<file path="config.mk">
export PLATFORM = sky130hd
export DESIGN_NAME = demux4b_1to4_buf
export DESIGN_NICKNAME = d
export VERILOG_FILES = /design/src/rtl/demux4b_1to4_buf.sv
export SDC_FILE = /design/constraint.sdc
export NUM_CORES = 1
export LEC_CHECK = 0
export ABC_AREA = 1
export CORE_AREA = 5 5 169 90
export CTS_BUF_LIST = sky130_fd_sc_hd__clkbuf_8
export CTS_CLUSTER_DIAMETER = 40
export DETAILED_ROUTE_END_ITERATION = 8
export DIE_AREA = 0 0 174 95
export GPL_TIMING_DRIVEN = 1
export HOLD_SLACK_MARGIN = 0.02
export PLACE_DENSITY = 0.51
export SYNTH_ARGS = -nofsm -noshare
export SYNTH_HDL_FRONTEND = slang
export SYNTH_HIERARCHICAL = 1
export SYNTH_SLANG_ARGS = --single-unit
</file>
<file path="constraint.sdc">
create_clock -name clk -period 2.75 [get_ports clk]
set_input_delay 0.55 -clock clk [delete_from_list [all_inputs] [get_ports clk]]
set_output_delay 0.55 -clock clk [all_outputs]
set_load 0.02 [all_outputs]
</file>
<file path="src/rtl/demux4b_1to4_buf.sv">
// 4-bit 1-to-4 demux: one nibble producer steered by sel into four per-channel
// FIFOs, each with its own valid/ready drain. Define DEMUX_TRISTATE_EN to float idle data outputs.

module demux4b_chan #(
   parameter int DEPTH = 2,
   parameter int CW    = 3
) (
   input  logic          clk,
   input  logic          rst_n,
   input  logic          push,
   input  logic [3:0]    din,
   input  logic          rdy,
   output logic [3:0]    dout,
   output logic          valid,
   output logic [CW-1:0] count
);
   localparam int PW = (DEPTH > 1) ? $clog2(DEPTH) : 1;

   logic [3:0]    mem [DEPTH];
   logic [PW-1:0] head, tail;
   logic [CW-1:0] cnt;
   logic [3:0]    last;
   logic          pop;

   function automatic logic [PW-1:0] nxt(input logic [PW-1:0] p);
      return (p == PW'(DEPTH - 1)) ? '0 : p + 1'b1;
   endfunction

   assign valid = (cnt != '0);
   assign pop   = valid & rdy;
   assign count = cnt;

   always_ff @(posedge clk) begin
      if (push) mem[tail] <= din;
   end

   always_ff @(posedge clk or negedge rst_n) begin
      if (!rst_n) begin
         head <= '0;
         tail <= '0;
         cnt  <= '0;
         last <= '0;
      end else begin
         if (push) tail <= nxt(tail);
         if (pop)  head <= nxt(head);
         // remembers the head so an emptied channel keeps showing it
         if (valid) last <= mem[head];
         case ({push, pop})
            2'b10:   cnt <= cnt + 1'b1;
            2'b01:   cnt <= cnt - 1'b1;
            default: cnt <= cnt;
         endcase
      end
   end

`ifdef DEMUX_TRISTATE_EN
   assign dout = valid ? mem[head] : 4'bzzzz;
`else
   assign dout = valid ? mem[head] : last;
`endif
endmodule

module demux4b_1to4_buf #(
   parameter int DEPTH = 2,
   parameter int CW    = 3
) (
   input  logic       clk,
   input  logic       rst_n,
   input  logic [3:0] in,
   input  logic       in_valid,
   output logic       in_ready,
   input  logic [1:0] sel,
   input  logic       enable,
   output logic [3:0] a,
   output logic [3:0] b,
   output logic [3:0] c,
   output logic [3:0] d,
   output logic       valid_a,
   output logic       valid_b,
   output logic       valid_c,
   output logic       valid_d,
   input  logic       ready_a,
   input  logic       ready_b,
   input  logic       ready_c,
   input  logic       ready_d,
   output logic       ovf
);
   logic [3:0][CW-1:0] cnt;
   logic [3:0][3:0]    dout;
   logic [3:0]         push, rdy, vld;

   assign rdy      = {ready_d, ready_c, ready_b, ready_a};
   assign in_ready = enable & (cnt[sel] != CW'(DEPTH));

   genvar i;
   generate
      for (i = 0; i < 4; i++) begin : g_ch
         assign push[i] = in_valid & in_ready & (sel == 2'(i));
         demux4b_chan #(.DEPTH(DEPTH), .CW(CW)) u_ch (
            .clk   (clk),
            .rst_n (rst_n),
            .push  (push[i]),
            .din   (in),
            .rdy   (rdy[i]),
            .dout  (dout[i]),
            .valid (vld[i]),
            .count (cnt[i])
         );
      end
   endgenerate

   assign {d, c, b, a} = dout;
   assign {valid_d, valid_c, valid_b, valid_a} = vld;

   always_ff @(posedge clk or negedge rst_n) begin
      if (!rst_n)
         ovf <= 1'b0;
      else if (in_valid && enable && cnt[sel] == CW'(DEPTH))
         ovf <= 1'b1;
   end
endmodule

</file>
; Word level (Yosys, flattened, before mapping)
; Memories as Yosys holds them, arrays and structs flattened.
; Cells that the tools add are included.
[classes]
reduce_logical = 11
bitwise_logic = 10
add_sub_neg = 16
eq_ne = 13
shift = 0
div = 0
n_lt_le_gt_ge = 1
muxes = 26
n_mul = 0
[ops]
columns = op, n
row1 = 3-bit case mux with 2 select lines, 4
row2 = 1-bit 2-to-1 mux, 16
row3 = 4-bit 2-to-1 mux, 4
row4 = 3-bit by 1-bit adder with 3-bit output (second input constant), 4
row5 = 2-bit == test (second input constant), 6
row6 = 3-bit nonzero test, 4
row7 = 3-bit by 1-bit subtractor with 3-bit output (second input constant), 4
row8 = 1-bit AND, 10
row9 = 2-bit by 1-bit == test with 1-bit output (second input constant), 5
row10 = 1-bit adder (second input constant), 8
row11 = 2-bit nonzero test, 4
row12 = 3-bit binary-select mux with 2-bit select, 1
row13 = 3-bit by 2-bit == test with 1-bit output (second input constant), 1
row14 = 2-bit by 3-bit less-than comparator with 1-bit output (second input constant), 1
row15 = 3-bit 2-to-1 mux, 1
row16 = 3-bit by 2-bit inequality test with 1-bit output (second input constant), 1
row17 = 1-bit logical AND, 2
row18 = 2-bit zero test, 1
[totals]
register_bits = 37
mem_bits_ro = 0
latchBits = 0
ramBits = 32
in_bits = 14
memories = 4
wordCells = 98
[mem_list]
columns = name, depth, word_bits, rd, rd_ports_with_merged_regs, write_ports, line_no
row1 = g_ch[0].u_ch.mem, 2, 4, 1, 0, 1, 19  ; logic [3:0] mem [DEPTH];
row2 = g_ch[1].u_ch.mem, 2, 4, 1, 0, 1, 19
row3 = g_ch[2].u_ch.mem, 2, 4, 1, 0, 1, 19
row4 = g_ch[3].u_ch.mem, 2, 4, 1, 0, 1, 19

; Longest topological paths before layout
; Gate-level depths: netlist of the first run.
[depth]
word_depth = 8
ltp_mapped = 17

; Modules after synthesis
; Netlist of the first run, hierarchy kept.
[by_module_without_submodules]
columns = module, seq_area_each_um2, area_per_inst_um2, n_inst, cells_per_inst
row1 = demux4b_chan at g_ch[0].u_ch ..., 465.4, 728.2, 3, 71
row2 = demux4b_chan at g_ch[1].u_ch, 465.4, 740.7, 1, 71
row3 = demux4b_1to4_buf, 25.0, 232.7, 1, 51

; Least setup slack after synthesis of the first run
; No wires, ideal clock.
[synth_path]
kind = input port to flip-flop
start = input sel[1]
end = register g_ch[3].u_ch.cnt[2]
path_slack_ns = 0.674
t_arrival_ns = 1.959
t_required_ns = 2.633
n_path_buf = 0
stages = 16
setup_time_ns = 0.117
cell_sequence = inv_1 -> nor2_2 -> nand2_1 -> nand2_1 -> nor2_2 -> nand2_2 -> nand2_2 -> nor2_1 -> inv_1 -> ha_1 -> inv_1 -> fa_1 -> nand2_1 -> nand3_1 -> nand2_1 -> nand2_1
[synth_via]
elab_chain_len = 8
word_cells_on_any_way = 11
[synth_rtl]
columns = item, line_no
row1 = "start, declared", 72  ; input logic [1:0] sel,
row2 = 3-bit binary-select mux with 2-bit select, 93  ; assign in_ready = enable & (cnt[sel] != CW'(DEPTH));
row3 = 3-bit 2-to-1 mux (implied by the code), 93
row4 = 3-bit by 2-bit inequality test with 1-bit output, 93
row5 = 1-bit AND, 93
row6 = 1-bit AND, 98  ; assign push[i] = in_valid & in_ready & (sel == 2'(i));
row7 = 1-bit AND *, 98
row8 = named net push[3], 90  ; logic [3:0] push, rdy, vld;
row9 = 2-bit by 1-bit == test with 1-bit output / 2-bit == test (equally long branches), 48  ; case ({push, pop})
row10 = 3-bit case mux with 2 select lines / 2-bit nonzero test (equally long branches), n/a
row11 = "end signal, assigned", 49  ; 2'b10: cnt <= cnt + 1'b1;
row12 = "end signal, assigned", 50  ; 2'b01: cnt <= cnt - 1'b1;
row13 = "end signal, assigned", 51  ; default: cnt <= cnt;
row14 = "end, declared", 21  ; logic [CW-1:0] cnt;
; Mark *: on every way through the listed nets, which the timed path passes. The rest lies on a longest branch. The select of a mux whose other input is x is not followed.
; A chain may end at the register's enable or synchronous reset.

; Worst setup path after layout of the first run
[layout_path]
start = register g_ch[1].u_ch.cnt[1]
end = output b[3]
[layout_via]
elab_chain_len = 2
[layout_rtl]
columns = item, line_no
row1 = "start, declared", 21
row2 = "start signal, assigned", 49
row3 = "start signal, assigned", 50
row4 = "start signal, assigned", 51
row5 = 3-bit nonzero test, 29  ; assign valid = (cnt != '0);
row6 = 4-bit 2-to-1 mux, 59  ; assign dout = valid ? mem[head] : last;
row7 = "end, declared", 75  ; output logic [3:0] b,
; No other way between the ends.

==> flow_metrics.py, run 1 <==
metrics = {
    "logic_synthesis": {
        "ys_warn_count": 6,
        "synth_top_area_share": 0.304,
        "synthCells": 335,
        "synth_edf_count": 32,
        "syn_avg_cell_area_um2": 9.43,
        "synth.distinct_cells": 22,
        "synth_most_common_cell": "nand2_1",
        "synthFlopType": "dfrtp_1",
        "ys_seq_elements": 69,
        "yosys-top-cells-count": "142 x nand2_1, 43 x inv_1, 37 x dfrtp_1",
        "synth.net_count": 357,
        "synthTopCellsByArea": "edfxtp_1 30%, dfrtp_1 29%, nand2_1 17%",
        "yosysSeqAreaShare": 0.597,
        "netlist_area_um2": 3160,
        "synth_top_area_cell": "edfxtp_1",
        "async_flop_share": 0.536,
    },
    "timing": {
        "fmax_mhz": 392,
        "setup_violations": 0,
        "maxSlewHeadroom": 0.373,
        "rsz0062_at_grt": "no",
        "fin_skew_ns": 0.00643,
        "hold_violations": 0,
        "timing.final.crit_share": 0.928,
        "fin_crit_ns": 2.55,
        "fin_ws_ns": 0.198,
        "worst_pin_slew_ns": 0.940,
        "drv_slew": 0,
        "fin_setup_tns_ns": 0,
    },
    "layout": {
        "diodes": 0,
        "drive_gt1_frac": 0.164,
        "nNetsFinal": 414,
        "final_cell_area_um2": 4030,
        "area_growth_syn_to_layout_pct": 27.5,
    },
    "pwr": {
        "powerDensity_nw_per_um2": 1080,
        "power_leakage_nw": 1.94,
        "power_mw": 4.34,
        "peakVddDrop_v": 0.000309,
    },
    "setup_path": {
        "reg2reg_depth": 17,
        "critPathArrivalTime_ns": 2.00,
        "cp-start-kind": "register",
        "r2r-end": "g_ch[0].u_ch/count[2]$_DFFE_PN0P_",
        "critPathKind": "reg2out",
        "required_ns": 2.20,
        "worstSetupEndpointType": "output port",
        "r2r_setup_slack_ns": 0.43,
        "timing.rr.start": "g_ch[0].u_ch/count[0]$_DFFE_PN0P_",
        "cp_max_fo": 11,
    },
    "place": {
        "post_dp_cell_area_um2": 3810,
        "hpwl_um": 5120,
        "place_congestion": 0.783,
        "dp_slack_ns": -0.242,
        "numPortBuffers": 35,
    },
    "clocking": {
        "cts_sinks": 69,
        "post_cts_buffers": 0,
        "ctsRootBufferMaster": "clkbuf_8",
        "cts_buffers": 9,
        "cts_tree": "built",
        "clkTransAtPathRegs_ns": 0.07,
        "clockBufferDepth": 2,
        "clock_latency_ns": 0.34,
        "cts_htree_levels": 3,
        "hold_buffers": 0,
    },
    "floorplan": {
        "die_w_um": 174,
        "initial_core_util": 0.229,
        "io_pins": 36,
        "rows": 31,
        "die_height_um": 95,
        "fp.coreArea_um2": 13800,
        "dieArea_um2": 16500,
    },
    "job": {
        "max_cap_violations": 0,
    },
    "global_routing": {
        "grt_max_degree": 38,
        "antenna_found_initial": 0,
        "grt_pass1_vias": 2140,
        "grt_overflow_total": 0,
        "track_usage": 0.0857,
        "grt_pass1_wl_um": 10800,
    },
    "detailed_routing": {
        "drtIter0Drc": 90,
        "wl_per_cell_um": 11.4,
        "vias_per_cell": 3.77,
        "drc": 0,
        "routed-via-count": 2180,
        "first_pass_iters": 4,
        "ant_nets": 0,
        "finalWirelength_um": 6600,
    },
    "outcome": {
        "outcome": "finished, final reports clean",
    },
    "min_path": {
        "hp-class": "in2async",
    },
}
[metal layers]
layer,track usage,part of all wire,wire [um]
met5,0,0,0
met4,0.0211,0.0042,28
met3,0.0400,0.059,390
met2,0.114,0.37,2470
met1,0.124,0.56,3710
[per-stage QoR]
stage                     utilization  hold slack [ns]  instances
final                           0.292            0.338        578
after global routing            0.292            0.413        578
after CTS                       0.291            0.374        578
after detailed placement        0.276            0.457        562
after global placement          0.276            0.456        562
after floorplan                     -            0.254        335
[sequential cells by signal, indices dropped and copies added (netlist names)]
register         cells
g_ch.u_ch/head       4
g_ch.u_ch/last      16
g_ch.u_ch/count     12
g_ch.u_ch/mem       32
g_ch.u_ch/tail       4
ovf                  1
[placed cells by master (no fill, tap or decap), types with 6 or more instances in the layout]
cell type	netlist	final
edfxtp_1	32	32
clkdlybuf4s50_1	0	31
nand2_1	142	142
nand3_1	8	8
clkbuf_8	0	9
nor2_1	9	9
nand2_2	6	6
buf_4	0	12
dfrtp_1	37	37
inv_2	17	17
inv_1	43	43
[layout make-up]
type	count	area, um^2
multi-input combinational	202	1020
sequential	69	1890
inverter	63	244
clock buffer	9	124
timing repair buffer	47	439
fill	1466	9780
clock inverter	7	90.1
tap	181	226
[worst max-delay path, stage by stage (launching register included)]
cell and delay, ns:
dfrtp_1 0.41, inv_1 0.12, nand3_2 0.25, o21ai_1 0.24
clkdlybuf4s50_1 0.65
[what timing repair did]
action | CTS | global route
endpoints found under the hold margin | 0 | 0
cloned | 0 | 0
resized for setup | 1 | 2
setup endpoints to repair | 1 | 3
[worst max-delay path by stage]
stage                                                 start                                 to  slack, ns
after floorplan                                      sel[1]  g_ch[3].u_ch/count[2]$_DFFE_PN0P_       0.67
after global placement                               sel[1]                           in_ready      -0.18
after detailed placement                             sel[0]  g_ch[0].u_ch/count[2]$_DFFE_PN0P_      -0.24
after CTS                                            sel[1]                           in_ready        0.1
after global routing      g_ch[1].u_ch/count[1]$_DFFE_PN0P_                               b[3]       0.02
final                     g_ch[1].u_ch/count[1]$_DFFE_PN0P_                               b[3]       0.20
[report_power, final]
group / internal, mW / switching, mW
registers: 1.37 / 0.212
clock network: 0.505 / 0.381
logic: 0.755 / 1.12
total: 2.63 / 1.71
[kinds of logic after synthesis]
kind of cell    synth area share
fa+ha+maj                 0.0412
compound gates            0.0174
xor+xnor                  0.0222
buf+inv                   0.0808
flops                      0.597
simple gates               0.241
No activity file was read; power rests on OpenSTA's default activity.
==> run 2: changes to the inputs <==
--- a/config.mk
+++ b/config.mk
@@ -11,7 +11,7 @@
 export CTS_CLUSTER_DIAMETER = 40
 export DETAILED_ROUTE_END_ITERATION = 8
 export DIE_AREA = 0 0 174 95
-export GPL_TIMING_DRIVEN = 1
+export GPL_TIMING_DRIVEN = 0
 export HOLD_SLACK_MARGIN = 0.02
 export PLACE_DENSITY = 0.51
 export SYNTH_ARGS = -nofsm -noshare
==> run 2 against run 1 <==
Against the previous run:
- register-to-register slack improved by 0.07 ns
- via count up 0.69%
- largest cell class unchanged
- core utilization is 0.72 points lower
- clock skew is 0.0040 ns higher
- non-clock buffer count is 10 lower
- hold slack lost 0.23 ns
- fmax rose by 3.6%
- sequential power about the same
- global-route usage increased by 0.35 points
- critical path depth is 1 higher
- count of clock-buffer cells in the layout increased by 1
==> flow_metrics.py, run 2 (synthesized netlist as in run 1, its figures left out) <==
metrics = {
    "setup_path": {
        "critical_path.max_stage_delay_ns": 0.63,
        "critPathKind": "reg2out",
        "required_ns": 2.20,
        "slowest_stage": "clkdlybuf4s50_1",
        "critPathArrivalTime_ns": 1.91,
        "worstSetupEndpointType": "output port",
        "cp-start-kind": "register",
        "worstPathCellList": "inv_1 > nand3_2 > buf_6 > o21ai_1 > clkdlybuf4s50_1",
        "cp_max_fo": 10,
    },
    "layout": {
        "final_cells": 569,
        "regMostFlops": "g_ch.u_ch/mem",
        "largest_reg_flops": 32,
        "drive_gt1_frac": 0.140,
        "area_growth_syn_to_layout_pct": 24.3,
        "nNetsFinal": 404,
        "layout_commonest_cell": "nand2_1",
        "final_cell_mix": "142 x nand2_1, 46 x inv_1, 37 x dfrtp_1",
        "fill_cells": 1479,
    },
    "global_routing": {
        "antenna_found_initial": 1,
        "grt_pass1_vias": 2147,
        "track_usage": 0.0892,
        "grt_overflow_total": 0,
        "grt_pass1_wl_um": 11200,
        "grt_max_degree": 25,
    },
    "place": {
        "numPortBuffers": 35,
        "place_congestion": 0.710,
        "dpl.cell_count": 552,
        "hpwl_um": 5150,
    },
    "detailed_routing": {
        "wl_per_cell_um": 11.7,
        "drc": 0,
        "vias_per_cell": 3.86,
        "finalWirelength_um": 6670,
        "first_pass_iters": 4,
        "ant_nets": 0,
        "drtIter0Drc": 121,
        "routed-via-count": 2195,
    },
    "pwr": {
        "power_leakage_nw": 1.89,
        "peakVddDrop_v": 0.000205,
        "powerDensity_nw_per_um2": 1060,
    },
    "min_path": {
        "hp-class": "in2async",
    },
    "floorplan": {
        "dieArea_um2": 16500,
        "die_height_um": 95,
        "fp.coreArea_um2": 13800,
        "rows": 31,
        "initial_core_util": 0.229,
        "io_pins": 36,
        "die_w_um": 174,
    },
    "clocking": {
        "cts_tree": "built",
        "clkTransAtPathRegs_ns": 0.07,
        "cts_sinks": 69,
        "clockBufferDepth": 2,
        "cts_buffers": 9,
        "cts_htree_levels": 3,
        "hold_buffers": 0,
        "clock_latency_ns": 0.35,
        "ctsRootBufferMaster": "clkbuf_8",
    },
    "timing": {
        "worst_pin_slew_ns": 0.446,
        "drv_slew": 0,
        "setup_violations": 0,
        "maxSlewHeadroom": 0.702,
        "fin_crit_ns": 2.46,
        "fmax_mhz": 406,
        "rsz0062_at_grt": "no",
        "hold_violations": 0,
        "fin_skew_ns": 0.0104,
        "whs_ns": 0.107,
        "fin_setup_tns_ns": 0,
        "timing.final.crit_share": 0.896,
    },
    "outcome": {
        "outcome": "finished, final reports clean",
    },
    "job": {
        "max_cap_violations": 0,
    },
}
==> run 2: cell types whose count changed in the layout (fill, tap and decap cells not counted), moves of 2 or more <==
cell | previous run | this run
buf_4 | 12 | 0
bufinv_16 | 2 | 0
clkinvlp_4 | 2 | 0
inv_1 | 43 | 46
nor2_1 | 9 | 6
nor2_2 | 3 | 6
==> run 2: path summary, 6_finish.rpt <==
kind,from,to,slack [ns],depth (start not counted)
min in group clk,g_ch[2].u_ch/last[2]$_DFF_PN0_,g_ch[2].u_ch/last[2]$_DFF_PN0_,0.48,2
max in group asynchronous,rst_n,g_ch[0].u_ch/count[1]$_DFFE_PN0P_,2.17,2
setup reg to reg,g_ch[0].u_ch/count[2]$_DFFE_PN0P_,g_ch[0].u_ch/count[2]$_DFFE_PN0P_,0.50,16
hold / removal,rst_n,g_ch[0].u_ch/last[1]$_DFF_PN0_,0.11,1
hold reg to reg,g_ch[2].u_ch/last[2]$_DFF_PN0_,g_ch[2].u_ch/last[2]$_DFF_PN0_,0.48,2
setup / recovery,g_ch[1].u_ch/count[1]$_DFFE_PN0P_,b[0],0.29,5
==> run 2: power by group <==
part | internal, mW | total, mW | switching (mW) | leakage (nW)
clock | 0.336 | 0.698 | 0.362 | 0.0973
sequential | 1.37 | 1.59 | 0.213 | 0.732
combinational | 0.767 | 1.89 | 1.12 | 1.06
total | 2.47 | 4.17 | 1.70 | 1.89
==> run 2: layout make-up <==
type | count | area [um^2] | share of cell area
Sequential cell | 69 | 1890 | 0.481
Multi-Input combinational cell | 202 | 1020 | 0.261
Timing Repair Buffer | 36 | 369 | 0.0940
Inverter | 63 | 244 | 0.0621
Tap cell | 181 | 226 | 0.0577
Clock buffer | 10 | 138 | 0.0351
Clock inverter | 6 | 25.0 | 0.00637
Buffer | 1 | 11.3 | 0.00287
Antenna cell | 1 | 2.50 | 0.000637
==> run 2: worst max-delay path: cells and delay by family (launching register included) <==
family | cells | cell delay [ns]
and+or+nand+nor | 1 | 0.11
DFF | 1 | 0.40
buffers and inverters | 3 | 0.89
AOI/OAI and AO/OA | 1 | 0.16
==> run 2: timing repair <==
item	CTS	global route
setup buffers	0	0
resized for setup	1	5
gates cloned	0	0
setup endpoints to repair	1	8
==> run 2: metal layers <==
metal  vias to the layer above  GRT usage  part of all wire
li1                       1121          -                 -
met3                        11     0.0380             0.052
met2                        47      0.116              0.37
met4                         0     0.0276             0.011
met1                      1016      0.131              0.56
met5                         -          0                 0
==> run 2: through the flow <==
step | util | cell area [um^2] | worst slack, ns | power [mW]
2_1_floorplan | - | 3160 | 0.674 | 2.79
3_3_place_gp | 0.270 | 3730 | -0.292 | 3.47
3_5_place_dp | 0.272 | 3750 | -0.305 | 3.52
4_1_cts | 0.283 | 3910 | 0.0492 | 4.25
5_1_grt | 0.284 | 3930 | 0.120 | 4.54
6_report | 0.284 | 3930 | 0.287 | 4.17
